$ cat src/rtl/matrix_frame_scheduler.sv
// matrix_frame_scheduler
// Column-scan scheduler and double-buffered frame store for an 8x8 LED matrix.
// The matrix is driven one column at a time; each column slot starts with a
// blanking interval and then shows the column's row data from the front
// buffer. Producers write into the back buffer and request a swap with
// `commit`; the swap happens only at a frame boundary.
//
// Ports:
//   CLK          system clock
//   RST          synchronous active-high reset
//   CE           one-cycle tick enable; all scan timing advances only on CE
//   wr_en        write request into the back buffer
//   wr_addr      column index to write (0..7)
//   wr_data      row bits for that column (bit r -> rows[r])
//   commit       request a back-to-front swap at the next frame boundary
//   wr_ready     write/commit accepted this cycle (= !swap_pending)
//   swap_pending commit accepted, swap not yet performed
//   frame_start  one-cycle pulse in the first cycle of each new frame
//   cols         one-hot column select, registered (inverted if COL_ACTIVE_LOW)
//   rows         row data of the active column, registered
module matrix_frame_scheduler #(
    parameter int unsigned COL_TICKS      = 125,
    parameter int unsigned BLANK_TICKS    = 2,
    parameter bit          COL_ACTIVE_LOW = 1'b0
) (
    input  logic       CLK,
    input  logic       RST,
    input  logic       CE,
    input  logic       wr_en,
    input  logic [2:0] wr_addr,
    input  logic [7:0] wr_data,
    input  logic       commit,
    output logic       wr_ready,
    output logic       swap_pending,
    output logic       frame_start,
    output logic [7:0] cols,
    output logic [7:0] rows
);

    localparam int unsigned TW = $clog2(COL_TICKS);
    localparam logic [TW-1:0] TICK_LAST  = TW'(COL_TICKS - 1);
    localparam logic [TW-1:0] BLANK_LAST = TW'(BLANK_TICKS - 1);
    localparam logic [7:0]    COL_OFF    = COL_ACTIVE_LOW ? 8'hFF : 8'h00;

    typedef enum logic {
        BLANK = 1'b0,
        SHOW  = 1'b1
    } phase_t;

    phase_t        phase, phase_n;
    logic [2:0]    col_idx, col_n;
    logic [TW-1:0] tick_cnt, tick_n;
    logic          front;
    logic          boundary;
    logic [7:0]    cols_n, rows_n;
    logic [7:0]    bank [2][8];

    assign wr_ready = ~swap_pending;

    // Next scan position; the output registers are loaded from the next
    // position so cols/rows change in the cycle right after the CE edge.
    always_comb begin
        phase_n  = phase;
        col_n    = col_idx;
        tick_n   = tick_cnt;
        boundary = 1'b0;
        if (CE) begin
            if (tick_cnt == TICK_LAST) begin
                tick_n   = '0;
                phase_n  = BLANK;
                col_n    = col_idx + 3'd1;
                boundary = (col_idx == 3'd7);
            end else begin
                tick_n = tick_cnt + TW'(1);
                if (tick_cnt == BLANK_LAST) begin
                    phase_n = SHOW;
                end
            end
        end
    end

    // Front only toggles on a boundary, whose next phase is BLANK, so the
    // current front is always the right source for a SHOW slot.
    always_comb begin
        cols_n = COL_OFF;
        rows_n = '0;
        if (phase_n == SHOW) begin
            cols_n = (8'h01 << col_n) ^ COL_OFF;
            rows_n = bank[front][col_n];
        end
    end

    always_ff @(posedge CLK) begin
        if (RST) begin
            phase        <= BLANK;
            col_idx      <= '0;
            tick_cnt     <= '0;
            front        <= 1'b0;
            swap_pending <= 1'b0;
            frame_start  <= 1'b0;
            cols         <= COL_OFF;
            rows         <= '0;
            for (int unsigned b = 0; b < 2; b++) begin
                for (int unsigned c = 0; c < 8; c++) begin
                    bank[b][c] <= '0;
                end
            end
        end else begin
            phase       <= phase_n;
            col_idx     <= col_n;
            tick_cnt    <= tick_n;
            cols        <= cols_n;
            rows        <= rows_n;
            frame_start <= boundary;

            if (wr_en && !swap_pending) begin
                bank[~front][wr_addr] <= wr_data;
            end

            // A commit can only be accepted while nothing is pending, so it
            // never collides with the swap itself.
            if (boundary && swap_pending) begin
                front        <= ~front;
                swap_pending <= 1'b0;
            end else if (commit && !swap_pending) begin
                swap_pending <= 1'b1;
            end
        end
    end

endmodule

$ cat config.mk
export PLATFORM = sky130hd
export DESIGN_NAME = matrix_frame_scheduler
export DESIGN_NICKNAME = d
export VERILOG_FILES = /design/src/rtl/matrix_frame_scheduler.sv
export SDC_FILE = /design/constraint.sdc
export NUM_CORES = 1
export LEC_CHECK = 0
export ABC_AREA = 1
export CORE_ASPECT_RATIO = 0.8
export CORE_MARGIN = 8
export CORE_UTILIZATION = 50
export DETAILED_ROUTE_END_ITERATION = 10
export PLACE_DENSITY = 0.79
export SKIP_LAST_GASP = 1
export SLEW_MARGIN = 20
export SYNTH_ARGS = -nofsm -noshare
export SYNTH_HDL_FRONTEND = slang
export SYNTH_SLANG_ARGS = --single-unit
$ cat constraint.sdc
create_clock -name CLK -period 6 [get_ports CLK]
set_clock_uncertainty 0.05 [all_clocks]
set_input_delay 1.8 -clock CLK [delete_from_list [all_inputs] [get_ports CLK]]
set_output_delay 1.8 -clock CLK [all_outputs]
set_load 0.01 [all_outputs]
==> results of run 1 <==
-- kinds of logic after synthesis --
family                   after synthesis  share of synthesized area
AND/OR/NAND/NOR                      404                      0.233
XOR/XNOR                               1                    0.00123
AO/OA/AOI/OAI                         66                     0.0493
buffers and inverters                118                     0.0664
flip-flops                           159                      0.628
multiplexers                           8                     0.0127
adder cells (fa/ha/maj)                5                    0.00881
-- metal layers --
| layer | vias to the layer above | GRT usage | wire length, um |
|---|---|---|---|
| met1 | 2455 | 0.273 | 7670 |
| li1 | 2540 | - | - |
| met4 | 0 | 0.0711 | 317 |
| met3 | 29 | 0.0645 | 2080 |
| met5 | - | 0 | 0 |
| met2 | 297 | 0.295 | 7630 |
-- through the flow --
stage / cells / instance area [um^2] / setup slack (ns) / power, W / utilization
finish: 985 / 8130 / 1.56 / 0.00245 / 0.577
global route: 985 / 8130 / 1.32 / 0.00252 / 0.577
CTS: 985 / 8130 / 1.63 / 0.00245 / 0.577
detailed placement: 953 / 7560 / 1.22 / 0.00143 / 0.536
global placement: 953 / 7560 / 1.34 / 0.00143 / 0.536
floorplan: 761 / 7100 / 2.58 / 0.00137 / -
-- worst register-to-register path, stage by stage (launching register included) --
cell                      delay, ns
sky130_fd_sc_hd__dfxtp_1       0.34
sky130_fd_sc_hd__inv_1         0.10
sky130_fd_sc_hd__ha_1          0.19
sky130_fd_sc_hd__inv_1         0.08
sky130_fd_sc_hd__nor2_4        0.15
sky130_fd_sc_hd__nand3_1       0.80
sky130_fd_sc_hd__nand3_1       0.37
sky130_fd_sc_hd__nand2_1       0.10
sky130_fd_sc_hd__nand2_1       0.08
sky130_fd_sc_hd__nand2_1       0.07
sky130_fd_sc_hd__nand2_1       0.08
sky130_fd_sc_hd__nand2_1       0.10
-- layout make-up --
class / count / share of cell area
sequential: 159 / 0.549
multi-input combinational: 484 / 0.267
clock buffer: 17 / 0.0523
timing repair buffer: 38 / 0.0456
inverter: 88 / 0.0406
tap: 184 / 0.0283
clock inverter: 15 / 0.0172
-- report_power, final --
group	leakage [nW]	internal [W]	switching, W	total, W
Combinational	1.53	0.0000400	0.0000965	0.000136
Clock	0.265	0.000551	0.000489	0.00104
Sequential	1.52	0.00126	0.0000190	0.00128
Total	3.32	0.00185	0.000604	0.00245
-- sequential cells by signal (all words and copies together), names as in the netlist, named ones only --
register and flops:
frame_start 1, col_idx 3, rows 8, cols 8, tick_cnt 7, bank 128, swap_pending 1, front 1
phase 1
-- synth_stat cells (all sizes together) --
cell / n / area share
nand4: 1 / 0.00088
buf: 16 / 0.013
nand3: 61 / 0.043
edfxtp: 128 / 0.54
ha: 5 / 0.0088
dfxtp: 31 / 0.087
nor2: 122 / 0.067
a31oi: 2 / 0.0018
nor4: 2 / 0.0018
o21ai: 59 / 0.043
xnor2: 1 / 0.0012
mux2: 8 / 0.013
clkbuf: 14 / 0.0074
inv: 80 / 0.042
a21oi: 3 / 0.0026
a211oi: 1 / 0.0011
a221oi: 1 / 0.0012
nor3: 15 / 0.011
clkinv: 8 / 0.0042
nand2: 203 / 0.11
-- path summary, 6_finish.rpt --
check	startpoint	end	cells after the start
worst max-delay path	RST	bank[0][58]	7
worst min-delay path	phase	phase	2
worst max register to register	tick_cnt[1]	rows[1]	11
worst min register to register	phase	phase	2
==> impl_metrics.csv, run 1 <==
group,metric,value,unit
die,die_y,123,um
worst_setup_path,worst-setup-path-type,"in2reg",
synth,syn-num-nets,782,
routing,postRouteWirelength,17700,um
clock_tree,post_cts_resize_count,0,
routing,vias,5321,
clock_tree,clock_tree_from_tritoncts,"done",
timing,final.setup.tns,0,ns
clock_tree,tritoncts_num_sinks,159,
timing,finalSetupViolations,0,
clock_tree,ctsLongestPathBuffers,2,
clock_tree,clk_pin_slew_worst_paths,0.07,ns
timing,hold_violations,0,
cells_and_area,commonest_non_fill_non_tap_cell_in_the_layout,"sky130_fd_sc_hd__nand2_1",
timing,timing_max_transition_violations_final,0,
routing,drt.antenna.violating_nets,0,
die,design.core.area,14100,um^2
worst_setup_path,critical_path.max_stage_delay,0.60,ns
routing,drt_pre_antenna_iters,6,
cells_and_area,fillerInstances,1203,
global_routing,grt_overflow,0,
cells_and_area,layout-drive-gt1-share,0.0749,
synth,post_synth.cell_area_avg,9.34,um^2
outcome,outcome,"finished clean",
timing,hold_slack,0.436,ns
global_routing,globalRouteTotalUtil,0.200,
global_routing,grt_first_pass_wirelength,27300,um
placement,io_buffer_count,34,
die,die_width,149,um
worst_setup_path,capturing_element_type_of_the_critical_path,"flip-flop",
timing,worst-slew-pin-transition,1.10,ns
power,cellLeakagePower,3.32,nW
routing,via_per_inst,5.40,
die,std_cell_rows,39,
worst_setup_path,critical_path.most_common_cell,"sky130_fd_sc_hd__nand2_1",
cells_and_area,finalNetCount,809,
timing,max_freq,0.225,GHz
synth,synth_warnings,0,
timing,post-route-min-period,4.44,ns
synth,netlist_instances,761,
worst_setup_path,critical_path_buf_inv_count,3,
worst_setup_path,r2r_slack,3.37,ns
synth,post_synth_instance_area,7100,um^2
worst_setup_path,cp_data_arrival_time,4.49,ns
die,io_count,35,
clock_tree,postCtsHoldBufs,0,
global_routing,first_global_vias,4973,
worst_hold_path,min-delay-path-class,"reg2reg",
global_routing,grt_start_max_net_pins,121,
cells_and_area,multiInputGateArea,2170,um^2
clock_tree,numCtsBuffers,17,
timing,post-route-period-util,0.740,
power,power_per_cell_area,302,nW/um^2
routing,drc,0,
clock_tree,clk_root_buffer_cell,"sky130_fd_sc_hd__clkbuf_16",
power,power.ir.vdd_worst,0.000204,V
cells_and_area,ff_latch_area,4470,um^2
timing,grt_setup_unrepaired,"false",
placement,place_congestion,0.890,
worst_setup_path,start_kind,"input pin",
clock_tree,clk-insertion-delay-late,0.42,ns
cells_and_area,areaGrowthSynthToFinish,14.4,%
routing,route.detailed.wl_per_inst,18.0,um
synth,ys_seq_elements,159,
cells_and_area,most-common-layout-cells,"sky130_fd_sc_hd__nand2_1 (198), sky130_fd_sc_hd__edfxtp_1 (128), sky130_fd_sc_hd__nor2_1 (118), sky130_fd_sc_hd__inv_1 (77), sky130_fd_sc_hd__nand3_1 (61)",
synth,post_synth_num_cell_types,29,
synth,synth_seq_area_share,0.628,
worst_setup_path,crit_path_max_fanout,17,
placement,place.detailed.hpwl,11600,um
worst_setup_path,worstPathCellList,"clkdlybuf4s50_1 > inv_1 > buf_4 > nand3_1 > nor4_1 > nand2_1 > nand2_1",
timing,slew_headroom,0.262,
die,initial_core_util,0.504,
die,die_outline_area,18300,um^2
clock_tree,cts.repair_timing.setup_buffer_count,0,
worst_setup_path,crit_slowest_cell,"sky130_fd_sc_hd__nor4_1",
worst_setup_path,critical-path-top-delay-family,"simple AND/OR/NAND/NOR gates",
routing,drt_first_iter_violations,704,
clock_tree,cts_htree_levels,4,
cells_and_area,diodes,0,
job,timing.max_cap.violations,0,
worst_setup_path,worst_path_required,6.05,ns
global_routing,grt_antenna_before_repair,0,
No activity file was read; power rests on OpenSTA's default activity.
==> inputs of run 2 (changes only) <==
Settings changed: PLACE_DENSITY 0.79 to 0.82.
Clock period 6 ns to 4 ns, I/O delays scaled along.
==> run 2 against run 1 <==
  * Critical path depth fell by 1
  * Final area rose by 1.5%
  * Clock power rose by 46%
  * Via count rose by 0.53%
  * Combinational power rose by 60%
  * Largest power group unchanged
==> impl_metrics.csv, run 2 (synthesized netlist as in run 1, its figures left out) <==
group,metric,value,unit
outcome,outcome,"finished clean",
cells_and_area,layout-drive-gt1-share,0.0918,
clock_tree,clk_pin_slew_worst_paths,0.06,ns
timing,worst-slew-pin-transition,0.823,ns
cells_and_area,multiInputGateArea,2170,um^2
clock_tree,clk-insertion-delay-late,0.43,ns
placement,postPlaceCellArea,7700,um^2
routing,postRouteWirelength,17700,um
global_routing,grt_antenna_before_repair,0,
cells_and_area,finalCoreUtilization,0.585,
clock_tree,post_cts_resize_count,0,
clock_tree,postCtsHoldBufs,0,
global_routing,first_global_vias,5067,
global_routing,grt_first_pass_wirelength,27500,um
timing,post-route-min-period,3.18,ns
timing,timing_max_transition_violations_final,0,
die,die_width,149,um
clock_tree,clock_tree_from_tritoncts,"done",
cells_and_area,areaGrowthSynthToFinish,16.1,%
timing,slew_headroom,0.451,
global_routing,grt_overflow,0,
worst_setup_path,cp_data_arrival_time,3.22,ns
global_routing,grt_start_max_net_pins,76,
clock_tree,tritoncts_num_sinks,159,
die,die_outline_area,18300,um^2
global_routing,globalRouteTotalUtil,0.202,
worst_setup_path,worst_path_required,4.04,ns
cells_and_area,most-common-layout-cells,"sky130_fd_sc_hd__nand2_1 (198), sky130_fd_sc_hd__edfxtp_1 (128), sky130_fd_sc_hd__nor2_1 (118), sky130_fd_sc_hd__inv_1 (77), sky130_fd_sc_hd__nand3_1 (61)",
cells_and_area,register_name_with_the_most_flops,"bank",
clock_tree,numCtsBuffers,17,
timing,grt_setup_unrepaired,"false",
routing,vias,5349,
power,power.ir.vdd_worst,0.000315,V
clock_tree,ctsLongestPathBuffers,2,
worst_setup_path,worst-setup-path-type,"in2reg",
cells_and_area,finish.instance_area,8250,um^2
die,initial_core_util,0.504,
cells_and_area,flip_flop_count_of_the_largest_register_after_layout,128,
cells_and_area,finish.cell_count_without_fillers,1001,
cells_and_area,fillerInstances,1192,
power,cellLeakagePower,3.39,nW
routing,drt.antenna.violating_nets,0,
cells_and_area,commonest_non_fill_non_tap_cell_in_the_layout,"sky130_fd_sc_hd__nand2_1",
job,timing.max_cap.violations,0,
die,design.core.area,14100,um^2
placement,place_congestion,0.917,
cells_and_area,largest_registers,"bank (128), cols (8), rows (8)",
timing,hold_violations,0,
timing,post-route-period-util,0.794,
worst_setup_path,start_kind,"input pin",
worst_setup_path,crit_path_max_fanout,9,
die,std_cell_rows,39,
cells_and_area,ff_latch_area,4470,um^2
timing,max_freq,0.315,GHz
worst_hold_path,min-delay-path-class,"reg2reg",
cells_and_area,diodes,0,
routing,drt_pre_antenna_iters,6,
placement,placed_cells_incl_taps,969,
clock_tree,clk_root_buffer_cell,"sky130_fd_sc_hd__clkbuf_16",
die,io_count,35,
clock_tree,cts_htree_levels,4,
cells_and_area,finalNetCount,825,
worst_setup_path,capturing_element_type_of_the_critical_path,"flip-flop",
placement,place.detailed.hpwl,11900,um
routing,drc,0,
die,die_y,123,um
timing,finalSetupViolations,0,
placement,io_buffer_count,34,
power,power_per_cell_area,443,nW/um^2
timing,final.setup.tns,0,ns
clock_tree,cts.repair_timing.setup_buffer_count,0,
routing,drt_first_iter_violations,785,
routing,route.detailed.wl_per_inst,17.6,um
routing,via_per_inst,5.34,
## run 2: worst paths after layout
check	depth (start not counted)	slack [ns]	start	to
hold / removal	2	0.42	phase	phase
setup / recovery	6	0.82	RST	bank[0][7]
setup reg to reg	5	1.64	swap_pending	bank[0][7]
hold reg to reg	2	0.42	phase	phase
## run 2: layout make-up
class,instances,area share
tap,184,0.0279
multi-input combinational,484,0.263
sequential,159,0.541
clock buffer,17,0.0516
timing repair buffer,54,0.0610
clock inverter,15,0.0155
inverter,88,0.0400
## run 2: power breakdown
group / switching, W / internal (W) / leakage, nW
registers: 0.0000284 / 0.00189 / 1.52
logic: 0.000149 / 0.0000684 / 1.61
clock network: 0.000712 / 0.000813 / 0.262
## run 2: worst max-delay path, cell delays in order
cell and delay (ns):
sky130_fd_sc_hd__clkdlybuf4s50_1 0.42, sky130_fd_sc_hd__inv_1 0.08, sky130_fd_sc_hd__nand3_1 0.30, sky130_fd_sc_hd__nor2_2 0.52, sky130_fd_sc_hd__nand2_1 0.32, sky130_fd_sc_hd__nand2_1 0.37
## run 2: metal layers
metal | vias to the layer above | GRT usage | routed length (um)
li1 | 2571 | - | -
met1 | 2438 | 0.283 | 7630
met2 | 305 | 0.296 | 7550
met3 | 35 | 0.0656 | 2200
met4 | 0 | 0.0604 | 282
met5 | - | 0 | 0
## run 2: stage by stage
stage / total power [W] / setup WS (ns) / hold slack (ns)
global placement: 0.00215 / 0.558 / 0.413
global route: 0.00376 / 0.738 / 0.474
detailed placement: 0.00216 / 0.456 / 0.416
CTS: 0.00366 / 0.885 / 0.426
finish: 0.00366 / 0.824 / 0.425
floorplan: 0.00206 / 1.18 / 0.394
==> inputs of run 3 (changes only) <==
Clock period 4 ns to 2.65 ns, I/O delays scaled along.
==> run 3 against run 2 <==
  * Clock power is 56% higher
  * Sequential share of layout area is 2.5 points lower
  * Utilization is 2.8 points higher
  * Non-clock buffer count is 33 higher
  * Final cell count is 3.3% higher
  * Routed wire length is 5.2% higher
  * Worst setup slack worse by 0.50 ns
  * Final area is 4.8% higher
  * Via count is 3.7% higher
  * Count of clock-buffer cells in the layout stayed put
  * Sequential power is 51% higher
  * Combinational power is 72% higher
==> impl_metrics.csv, run 3 (synthesized netlist as in run 1, its figures left out) <==
group,metric,value,unit
routing,vias,5545,
routing,drc,0,
routing,drt_pre_antenna_iters,5,
routing,via_per_inst,5.36,
routing,drt.antenna.violating_nets,0,
timing,hold_violations,0,
cells_and_area,finalCoreUtilization,0.613,
die,initial_core_util,0.504,
cells_and_area,areaGrowthSynthToFinish,21.7,%
cells_and_area,fillerInstances,1113,
timing,timing_max_transition_violations_final,0,
power,cellLeakagePower,3.61,nW
cells_and_area,finalNetCount,858,
clock_tree,postCtsHoldBufs,0,
worst_setup_path,worst_path_required,2.71,ns
global_routing,grt_start_max_net_pins,99,
cells_and_area,layout-drive-gt1-share,0.128,
worst_setup_path,crit_path_max_fanout,12,
cells_and_area,most-common-layout-cells,"sky130_fd_sc_hd__nand2_1 (198), sky130_fd_sc_hd__edfxtp_1 (128), sky130_fd_sc_hd__nor2_1 (118), sky130_fd_sc_hd__inv_1 (77), sky130_fd_sc_hd__nand3_1 (61)",
clock_tree,clk_pin_slew_worst_paths,0.07,ns
worst_hold_path,min-delay-path-class,"reg2reg",
worst_setup_path,cp_data_arrival_time,2.39,ns
timing,finalSetupViolations,0,
clock_tree,post_cts_resize_count,0,
timing,max_freq,0.429,GHz
global_routing,grt_overflow,0,
clock_tree,numCtsBuffers,17,
placement,placement.setup.worst_slack,-0.0426,ns
routing,drt_first_iter_violations,812,
worst_setup_path,worst-setup-path-type,"in2reg",
placement,io_buffer_count,34,
timing,grt_setup_unrepaired,"false",
die,die_width,149,um
timing,post-route-min-period,2.33,ns
cells_and_area,largest_registers,"bank (128), cols (8), rows (8)",
routing,route.detailed.wl_per_inst,18.0,um
worst_setup_path,capturing_element_type_of_the_critical_path,"flip-flop",
global_routing,grt_first_pass_wirelength,29500,um
placement,place_congestion,0.867,
clock_tree,clock_tree_from_tritoncts,"done",
power,power.ir.vdd_worst,0.000487,V
die,die_y,123,um
clock_tree,clk_root_buffer_cell,"sky130_fd_sc_hd__clkbuf_16",
worst_setup_path,start_kind,"input pin",
outcome,outcome,"finished clean",
clock_tree,cts_htree_levels,4,
die,design.core.area,14100,um^2
timing,worst-slew-pin-transition,0.850,ns
die,io_count,35,
timing,post-route-period-util,0.879,
cells_and_area,diodes,0,
die,die_outline_area,18300,um^2
global_routing,grt_antenna_before_repair,0,
routing,postRouteWirelength,18600,um
clock_tree,clk-insertion-delay-late,0.43,ns
global_routing,globalRouteTotalUtil,0.216,
clock_tree,ctsLongestPathBuffers,2,
placement,place.detailed.hpwl,12400,um
die,std_cell_rows,39,
cells_and_area,flip_flop_count_of_the_largest_register_after_layout,128,
clock_tree,tritoncts_num_sinks,159,
cells_and_area,register_name_with_the_most_flops,"bank",
job,timing.max_cap.violations,0,
power,power_per_cell_area,652,nW/um^2
timing,timing.final.ws_setup,0.320,ns
cells_and_area,commonest_non_fill_non_tap_cell_in_the_layout,"sky130_fd_sc_hd__nand2_1",
clock_tree,cts.repair_timing.setup_buffer_count,0,
global_routing,first_global_vias,5432,
timing,slew_headroom,0.431,
-- run 3: worst paths after layout --
kind / startpoint / end / slack [ns] / depth (start not counted)
setup reg to reg: flip-flop / rows[5] / 0.70 / 9
hold reg to reg: phase / phase / 0.42 / 2
hold / removal: phase / phase / 0.42 / 2
setup / recovery: wr_en / bank[1][51] / 0.32 / 5
-- run 3: layout make-up --
type | instances | area (um^2) | area share
Clock buffer | 17 | 425 | 0.0492
Clock inverter | 15 | 149 | 0.0172
Inverter | 88 | 330 | 0.0382
Multi-Input combinational cell | 484 | 2170 | 0.251
Sequential cell | 159 | 4470 | 0.517
Tap cell | 184 | 230 | 0.0266
Timing Repair Buffer | 87 | 876 | 0.101
-- run 3: where the power goes --
part           internal (W)  switching (W)  leakage (nW)
logic              0.000137       0.000236          1.81
clock network       0.00125        0.00112         0.271
registers           0.00285      0.0000442          1.52
-- run 3: worst max-delay path, stage by stage --
cell and delay (ns):
sky130_fd_sc_hd__clkdlybuf4s50_1 0.50, sky130_fd_sc_hd__nand3_1 0.13, sky130_fd_sc_hd__buf_12 0.17, sky130_fd_sc_hd__buf_4 0.14, sky130_fd_sc_hd__nor2_1 0.64
-- run 3: stage by stage --
step                      hold WS [ns]  area [um^2]  instances  setup TNS, ns  total power [W]
after floorplan                  0.394         7100        761              0          0.00310
after global placement           0.403         8070       1002              0          0.00329
after detailed placement         0.410         8070       1002         -0.294          0.00331
after CTS                        0.420         8640       1034              0          0.00564
after global routing             0.440         8640       1034              0          0.00581
final                            0.419         8640       1034              0          0.00563
-- run 3: layer usage --
metal	vias to the layer above	track usage	routed length, um
met5	-	0	0
met4	0	0.0818	435
met3	49	0.0755	2510
met2	312	0.329	8120
met1	2548	0.280	7520
li1	2636	-	-
